`config.mk`:
```
export PLATFORM = sky130hd
export DESIGN_NAME = mux_varredura
export DESIGN_NICKNAME = d
export VERILOG_FILES = /design/src/rtl/mux_varredura.sv
export SDC_FILE = /design/constraint.sdc
export NUM_CORES = 1
export LEC_CHECK = 0
export CAP_MARGIN = 20
export CORE_MARGIN = 2
export CORE_UTILIZATION = 55
export DETAILED_ROUTE_END_ITERATION = 12
export GPL_TIMING_DRIVEN = 0
export PLACE_DENSITY = 0.83
export REMOVE_ABC_BUFFERS = 1
export SLEW_MARGIN = 10
export SYNTH_ARGS = -nofsm -noshare
export SYNTH_HDL_FRONTEND = slang
export SYNTH_SLANG_ARGS = --single-unit
```
`constraint.sdc`:
```
create_clock -name CLK -period 5.56 [get_ports CLK]
set_input_delay 1.112 -clock CLK [delete_from_list [all_inputs] [get_ports CLK]]
set_output_delay 1.112 -clock CLK [all_outputs]
set_load 0.05 [all_outputs]
```
`src/rtl/mux_varredura.sv`:
```
// Registered N-channel, W-bit multiplexer with manual select, round-robin scan with per-channel dwell, and enable mask.
// Optional PARIDADE output (even parity of SAIDA) when MUX_VARREDURA_PARIDADE_EN is defined.
module mux_varredura #(
  parameter int CANAIS      = 8,
  parameter int LARGURA     = 4,
  parameter int PERMANENCIA = 4,
  localparam int SELW       = (CANAIS > 2) ? $clog2(CANAIS) : 1
) (
  input  logic                        CLK,
  input  logic                        RST_N,
  input  logic [CANAIS*LARGURA-1:0]   ENTRADAS,
  input  logic [CANAIS-1:0]           MASCARA,
  input  logic                        HABILITA,
  input  logic                        MODO,
  input  logic [SELW-1:0]             SEL,
  output logic [LARGURA-1:0]          SAIDA,
  output logic [SELW-1:0]             CANAL,
  output logic                        VALIDO,
  output logic                        FIM_CICLO
`ifdef MUX_VARREDURA_PARIDADE_EN
  , output logic                      PARIDADE
`endif
);

  localparam int          CW     = (PERMANENCIA > 1) ? $clog2(PERMANENCIA) : 1;
  localparam int unsigned NC     = CANAIS;
  localparam logic [CW-1:0] ULTIMO = CW'(PERMANENCIA - 1);

  typedef enum logic [1:0] {PARADO, MANUAL, VARRENDO} estado_t;

  estado_t             estado, estado_d;
  logic [CW-1:0]       cnt, cnt_d;
  logic [SELW-1:0]     canal_d, prox;
  logic [LARGURA-1:0]  saida_d;
  logic                valido_d, fim_d;
  logic                sel_ok;
  logic [LARGURA-1:0]  ch [CANAIS];

  always_comb begin
    for (int unsigned i = 0; i < NC; i++) ch[i] = ENTRADAS[i*LARGURA +: LARGURA];
  end

  assign sel_ok = (32'(SEL) < NC);

  // First enabled channel strictly after CANAL, wrapping; lands on CANAL itself if it is the only one.
  always_comb begin
    int unsigned idx;
    logic        achou;
    prox  = CANAL;
    achou = 1'b0;
    idx   = 0;
    for (int unsigned k = 1; k <= NC; k++) begin
      idx = (32'(CANAL) + k) % NC;
      if (!achou && MASCARA[idx[SELW-1:0]]) begin
        prox  = idx[SELW-1:0];
        achou = 1'b1;
      end
    end
  end

  always_comb begin
    estado_d = estado;
    cnt_d    = cnt;
    canal_d  = CANAL;
    saida_d  = SAIDA;
    valido_d = 1'b0;
    fim_d    = 1'b0;
    if (!HABILITA) begin
      estado_d = PARADO;
      cnt_d    = '0;
    end else begin
      case (estado)
        PARADO: begin
          estado_d = MODO ? VARRENDO : MANUAL;
          cnt_d    = '0;
        end
        MANUAL: begin
          if (MODO) begin
            estado_d = VARRENDO;
            cnt_d    = '0;
            saida_d  = ch[CANAL];
            valido_d = MASCARA[CANAL];
          end else if (sel_ok) begin
            saida_d  = ch[SEL];
            canal_d  = SEL;
            valido_d = MASCARA[SEL];
          end else begin
            saida_d  = '0;
          end
        end
        VARRENDO: begin
          if (!MODO) begin
            estado_d = MANUAL;
            cnt_d    = '0;
            saida_d  = ch[CANAL];
            valido_d = MASCARA[CANAL];
          end else begin
            if (MASCARA == '0) begin
              cnt_d = '0;
            end else if (!MASCARA[CANAL] || cnt == ULTIMO) begin
              cnt_d   = '0;
              canal_d = prox;
              fim_d   = (prox <= CANAL);
            end else begin
              cnt_d = cnt + 1'b1;
            end
            // Load the channel that CANAL will show, so SAIDA and CANAL stay coherent.
            saida_d  = ch[canal_d];
            valido_d = MASCARA[canal_d];
          end
        end
        default: estado_d = PARADO;
      endcase
    end
  end

  always_ff @(posedge CLK or negedge RST_N) begin
    if (!RST_N) begin
      estado    <= PARADO;
      cnt       <= '0;
      SAIDA     <= '0;
      CANAL     <= '0;
      VALIDO    <= 1'b0;
      FIM_CICLO <= 1'b0;
    end else begin
      estado    <= estado_d;
      cnt       <= cnt_d;
      SAIDA     <= saida_d;
      CANAL     <= canal_d;
      VALIDO    <= valido_d;
      FIM_CICLO <= fim_d;
    end
  end

`ifdef MUX_VARREDURA_PARIDADE_EN
  always_ff @(posedge CLK or negedge RST_N) begin
    if (!RST_N) PARIDADE <= 1'b0;
    else        PARIDADE <= valido_d & (^saida_d);
  end
`endif

endmodule

```
# Word level (Yosys, flattened, before mapping)
# Cells that the tools add are included.
# Widths: inputs -> output; s select.
# word_totals
reg_bits	13
inputBits	47
output_inout_bits	9
elab_cells	141
# classes
add_sub_neg	9
magnitude_cmp	15
n_eq_ne	8
muxes	77
bitwise_logic	3
reduce_logical	23
# ops
cell	n
$mux 3	15
$lt 3x4->1 const B	11
$bmux 4 s3	3
$bmux 1 s3	11
$mux 4	8
$mux 1	26
$mux 2	9
$add 3x3->3 const B	4
$ge 4x4->1 const B	3
$not 3->4	3
$pmux 2 s3	2
$logic_not 1->1	8
$logic_not 8->1	1
$pmux 4 s2	1
$logic_and 1x1->1	7
$add 3x1->3 const B	2
$add 3x2->3 const B	2
$ne 3x3->1 const B	2
$pmux 3 s2	1
$reduce_and 2->1	3
$eq 2x2->1 const B	2
$ne 2x2->1 const B	2
$ne 4x1->1 const B	1
$reduce_and 4->1	1
7 further kinds	7

# Longest topological paths before layout
# depth
ltp_word	36
depth_mapped	18
ltp_nobuf	14

# Worst setup path before layout
# Ideal clock, no wire load.
# synth_timing
path_kind	reg-to-reg
startpoint	register CANAL[1]
endpoint	register FIM_CICLO
setup_time_ns	0.086
arrival_time_ns	4.238
slack_ns	1.236
path_stages_with_launch	18
path_buffers	4
period_less_slack_ns	4.324
path_cell_list	dfrtp_1 buf_6 buf_4 inv_1 clkbuf_1 ha_1 buf_2 mux2_2 mux2_2 o221ai_1 o211ai_1 o211ai_1 a32oi_1 ha_1 a21o_1 a21oi_1 a31oi_1 nor3_1
# synth_between
elab_chain_cells	31
# synth_rtl
element	line_no	source
from (decl)	17	output logic [SELW-1:0] CANAL,
from (signal assigned)	129	CANAL <= canal_d;
$add 3x1->3	53	idx = (32'(CANAL) + k) % NC;
$bmux 1 s3	54	if (!achou && MASCARA[idx[SELW-1:0]]) begin
$mux 1 (implied by the code)	54	
$mux 1	54	
$logic_not 1->1	54	
$logic_and 1x1->1	54	
$mux 1	54	
$logic_not 1->1	54	
[... 16 more ...]	--	
$mux 3	54	
$le 3x3->1	103	fim_d = (prox <= CANAL);
$mux 1 (*)	100	end else if (!MASCARA[CANAL] || cnt == ULTIMO) begin
$mux 1 (*)	98	if (MASCARA == '0) begin
$mux 1 (*)	92	if (!MODO) begin
$mux 1 (*)	72	case (estado)
$mux 1 (*)	68	if (!HABILITA) begin
named net fim_d	35	logic valido_d, fim_d;
to (signal assigned)	131	FIM_CICLO <= fim_d;
to (decl)	19	output logic FIM_CICLO
# Mark *: on every way through the listed nets, which the timed path passes. The rest lies on a longest branch. The select of a mux whose other input is x is not followed.
# A chain may end at the register's enable or synchronous reset.

# Worst setup path after layout
# layout_timing
startpoint	register CANAL[0]
endpoint	register SAIDA[3]
# layout_between
elab_chain_cells	36
# layout_rtl
element	line_no	source
$add 3x1->3	53	
$bmux 1 s3	54	
$mux 1 (implied by the code)	54	
$mux 1	54	
$logic_not 1->1	54	
$logic_and 1x1->1	54	
$mux 1	54	
$logic_not 1->1	54	
[... 19 more ...]	--	
$mux 3	92	
$mux 3	72	
$mux 3	68	
$not 3->4 (implied by the code)	108	saida_d = ch[canal_d];
$bmux 4 s3	108	
$mux 4 (implied by the code) (2 in a row)	108	
$mux 4	92	
$pmux 4 s2 (*)	72	
to (signal assigned)	128	SAIDA <= saida_d;
to (decl)	16	output logic [LARGURA-1:0] SAIDA,
# Every way passes the cells marked *; elsewhere a longest branch is shown, timed or not. The select of a mux whose other input is x is not followed.

==> results.md <==
- P_int: between 0.001 and 0.0015 W
- Number of synthesized flops with an enable pin: 0
- Critical path data required time: ~5.7 ns
- Wire per inst: 19.91 microns
- Seq/Total Area, Yosys: 0.1042
- CTS buffer count: 3
- Final Setup Violations: 0
- Vias in the first global route: about 3.0k
- Seq cells post-synth: 13
- Hpwl dp: ~6500 microns
- RePlAce Congestion: 0.9357
- Routed WL: about 9000 microns
- FFs w/ async S/R, synth: 1.000
- Area share of xor/xnor cells in the synthesized design: 0.02164
- Vias: 3,252
- Fillers: 455
- Iter 0 DRT Violations: 294
- Post-route ant nets: 0
- Final Hold Fails: 0
- Status: finished clean
- Pin count of the biggest net entering global routing: 34
- Post-synth cell types: 72
- Cells after synthesis: approximately 350
- Buffers on Ports: 55
- Sw frac: 0.5555
- Die height: ~79 microns
- Least-Margin Pin Slew: roughly 1.1 ns
- CP endpoint kind: register
- Cell area after synthesis: between 0.003 and 0.004 sq mm
- Syn avg cell area: ~8.8 sq um
- Max rail drop VDD: around 350 uV
- Remaining DRCs: 0
- Path category of the worst min-delay check: reg2reg
- Share of cells above drive strength 1: 0.1754
- Synth warn: 0
- Pwr dens: ~680 mW/mm^2
- Compound-gate portion of the synthesized area: 0.2477
- Combinational share of power: 0.868
- Post-layout net count: about 440
- Mux share of post-synthesis cell area: 0.3619
- First-pass GRT wire length: around 15,000 microns
- Count leader, synth: mux4_2
- Clk_lat worst skew: 0.25 ns
- Initial core utilization: 0.5669
- Sequential Power Share: 0.097
- Worst R2R Path Depth: 12
- Clock power share: 0.035
- Max-cap violations: 0
- Critical path cell sequence: inv_1 -> ha_1 -> mux4_2 -> mux2i_1 -> o31ai_2 -> nor4_2 -> o21a_1 -> mux2i_1 -> nor2_1 -> nor2_1 -> o311ai_0 -> a31oi_1
- Predominant post-synthesis flop cell: dfrtp_1
- Core ar.: approximately 0.0055 sq mm
- Layout area overhead: 18.00%
- Top post-synthesis cells by count: 29 x mux4_2, 27 x mux2i_1, 27 x nand2_1, 22 x nor2_1, 21 x o21ai_0
- Sink Count: 13
- Initial antenna violation count: 0
- R2R setup slack: between 0.6 and 0.7 ns
- Number of cell rows: 27
- RSZ-0062 raised after global routing: false
- Max-slew violations: 0
- Crit-path max cell delay: 0.74 ns
- Post-synth top area share: 0.2092
- CTS Hold Bufs: 0
- Synth top area cells: mux4_2 21%, dfrtp_1 10%, mux2i_1 8.7%
- Total grt overflow: 0
- DIE AREA: 0.006295 sq mm
- CP Max Fanout: 33
- Synth Area in Simple Gates: 0.1595
- Final Util: 0.6689
- Num ports: between 50 and 60
- Clock Skew: between 0.002 and 0.003 ns
- Tot GR Track Use: 0.2904
- Post-synth top area cell: mux4_2
- Fin Hold WS: approximately 0.51 ns
- Startpoint Class: register
- Peak Freq: just over 200 MHz
- Die outline width: between 70 and 80 microns
- Switching pwr: 0.001393 W
- Largest family of logic cells by synthesized area: multiplexers
- Static Leak: 1.353 nW
- Antenna Cells: 0
- Hold Crit Depth: 1
- CTS tree: built
- H-Tree Level Count: 1
- Relative slew slack: 0.2796
- Crit-path slowest cell: dfrtp_4
- Synth Area in Adders: 0.03607
- WS Path Type: reg2reg
- Arrival time worst endpoint: between 5 and 6 ns
- Initial DRT Pass Iterations: 5
- Crit share post-route: 0.8788
- CTS Root Cell: clkbuf_8
- CTS clock-pin slew for the worst setup and hold paths: 0.06 ns
- Clock Tree Buf Depth: 2
- Via density: 7.163
- Tmin final: ~5 ns
path summary, 6_finish.rpt:
check	end	startpoint
max	SAIDA[3]	CANAL[0]
min	cnt[0]	cnt[0]
max reg2reg	SAIDA[3]	CANAL[0]
min reg2reg	cnt[0]	cnt[0]
max in group asynchronous	CANAL[0]	RST_N
min in group asynchronous	CANAL[0]	RST_N
power groups by stage:
stage	Combinational (W)	Clock [W]	Sequential, W
5_1_grt	0.00235	0.0000932	0.000254
3_5_place_dp	0.00208	0	0.000264
4_1_cts	0.00208	0.0000880	0.000263
6_report	0.00218	0.0000877	0.000243
2_1_floorplan	0.00155	0	0.000320
3_3_place_gp	0.00203	0	0.000260
sequential cells by signal, summed over array words and instances (netlist names):
name       cells
CANAL          3
FIM_CICLO      1
SAIDA          4
VALIDO         1
cnt            2
estado         2
metal layers:
metal / share of wire / routed length (microns) / GRT usage / vias to the layer above
li1: - / - / - / 1457
met1: 0.42 / 3841 / 0.4059 / 1570
met2: 0.47 / 4250 / 0.4864 / 205
met3: 0.089 / 804 / 0.04318 / 20
met4: 0.016 / 144 / 0.04655 / 0
met5: 0 / 0 / 0 / -
timing repair:
action,in CTS,in global routing
gates resized for setup,0,1
setup buffers,0,0
setup endpoints to repair,0,1
cell type report:
cell class                      instances  area (sq um)  share of cell area
Timing Repair Buffer                   56         578.1              0.1569
Tap cell                               72         90.09             0.02446
Multi-Input combinational cell        293          2581              0.7007
Inverter                               16         60.06             0.01630
Sequential cell                        13         329.1             0.08933
Clock buffer                            4         45.04             0.01223
critical path: cells and delay by family, from the launching register on:
kind | cells | cell delay, ns
muxes | 3 | 1.45
AOI/OAI and AO/OA | 4 | 0.78
DFF | 1 | 0.74
adders and majority gates | 1 | 0.73
and+or+nand+nor | 3 | 0.69
buffers and inverters | 1 | 0.40
layout by cell type, fill, tap and decap left out, types with 3 or more instances in the layout:
cell,netlist,layout
and3_1,4,4
o311ai_0,3,3
nand2_1,27,27
xnor2_1,4,4
nor2_1,22,22
and2_1,6,6
nor2b_1,5,5
mux2_2,15,15
o221ai_1,3,3
nand4_1,3,3
mux2i_1,27,27
nor4_1,3,3
a31o_2,3,3
mux4_2,29,29
nor3_1,6,6
o211ai_1,7,7
o22ai_1,6,6
or3_1,5,5
a21oi_1,11,11
a211oi_1,4,4
o21ai_0,21,21
inv_1,15,15
clkdlybuf4s50_1,0,55
a221oi_1,3,3
o31ai_1,4,4
clkbuf_8,0,3
ha_1,9,9
a31oi_1,6,6
a211o_1,4,4
nand3_1,7,7
dfrtp_1,13,12
stage by stage:
stage | total power, W | std cells | setup slack [ns] | setup TNS [ns] | instance area (sq um)
floorplan | 0.001868 | 322 | 0.4475 | 0 | 2967
global placement | 0.002287 | 449 | -0.08963 | -0.3098 | 3607
detailed placement | 0.002340 | 449 | 0.1825 | 0 | 3608
CTS | 0.002435 | 453 | 0.1948 | 0 | 3654
global route | 0.002696 | 454 | 0.3226 | 0 | 3684
finish | 0.002508 | 454 | 0.6736 | 0 | 3684
cells by family (layout without fill, tap and decap cells):
| family | count (synthesis) | count (layout) |
|---|---|---|
| buf+inv | 47 | 76 |
| mux | 74 | 74 |
| xor+xnor | 6 | 6 |
| flops | 13 | 13 |
| simple gates | 98 | 98 |
| compound gates | 106 | 106 |
| fa+ha+maj | 9 | 9 |
Note: power is estimated with default switching activity, not from simulation.
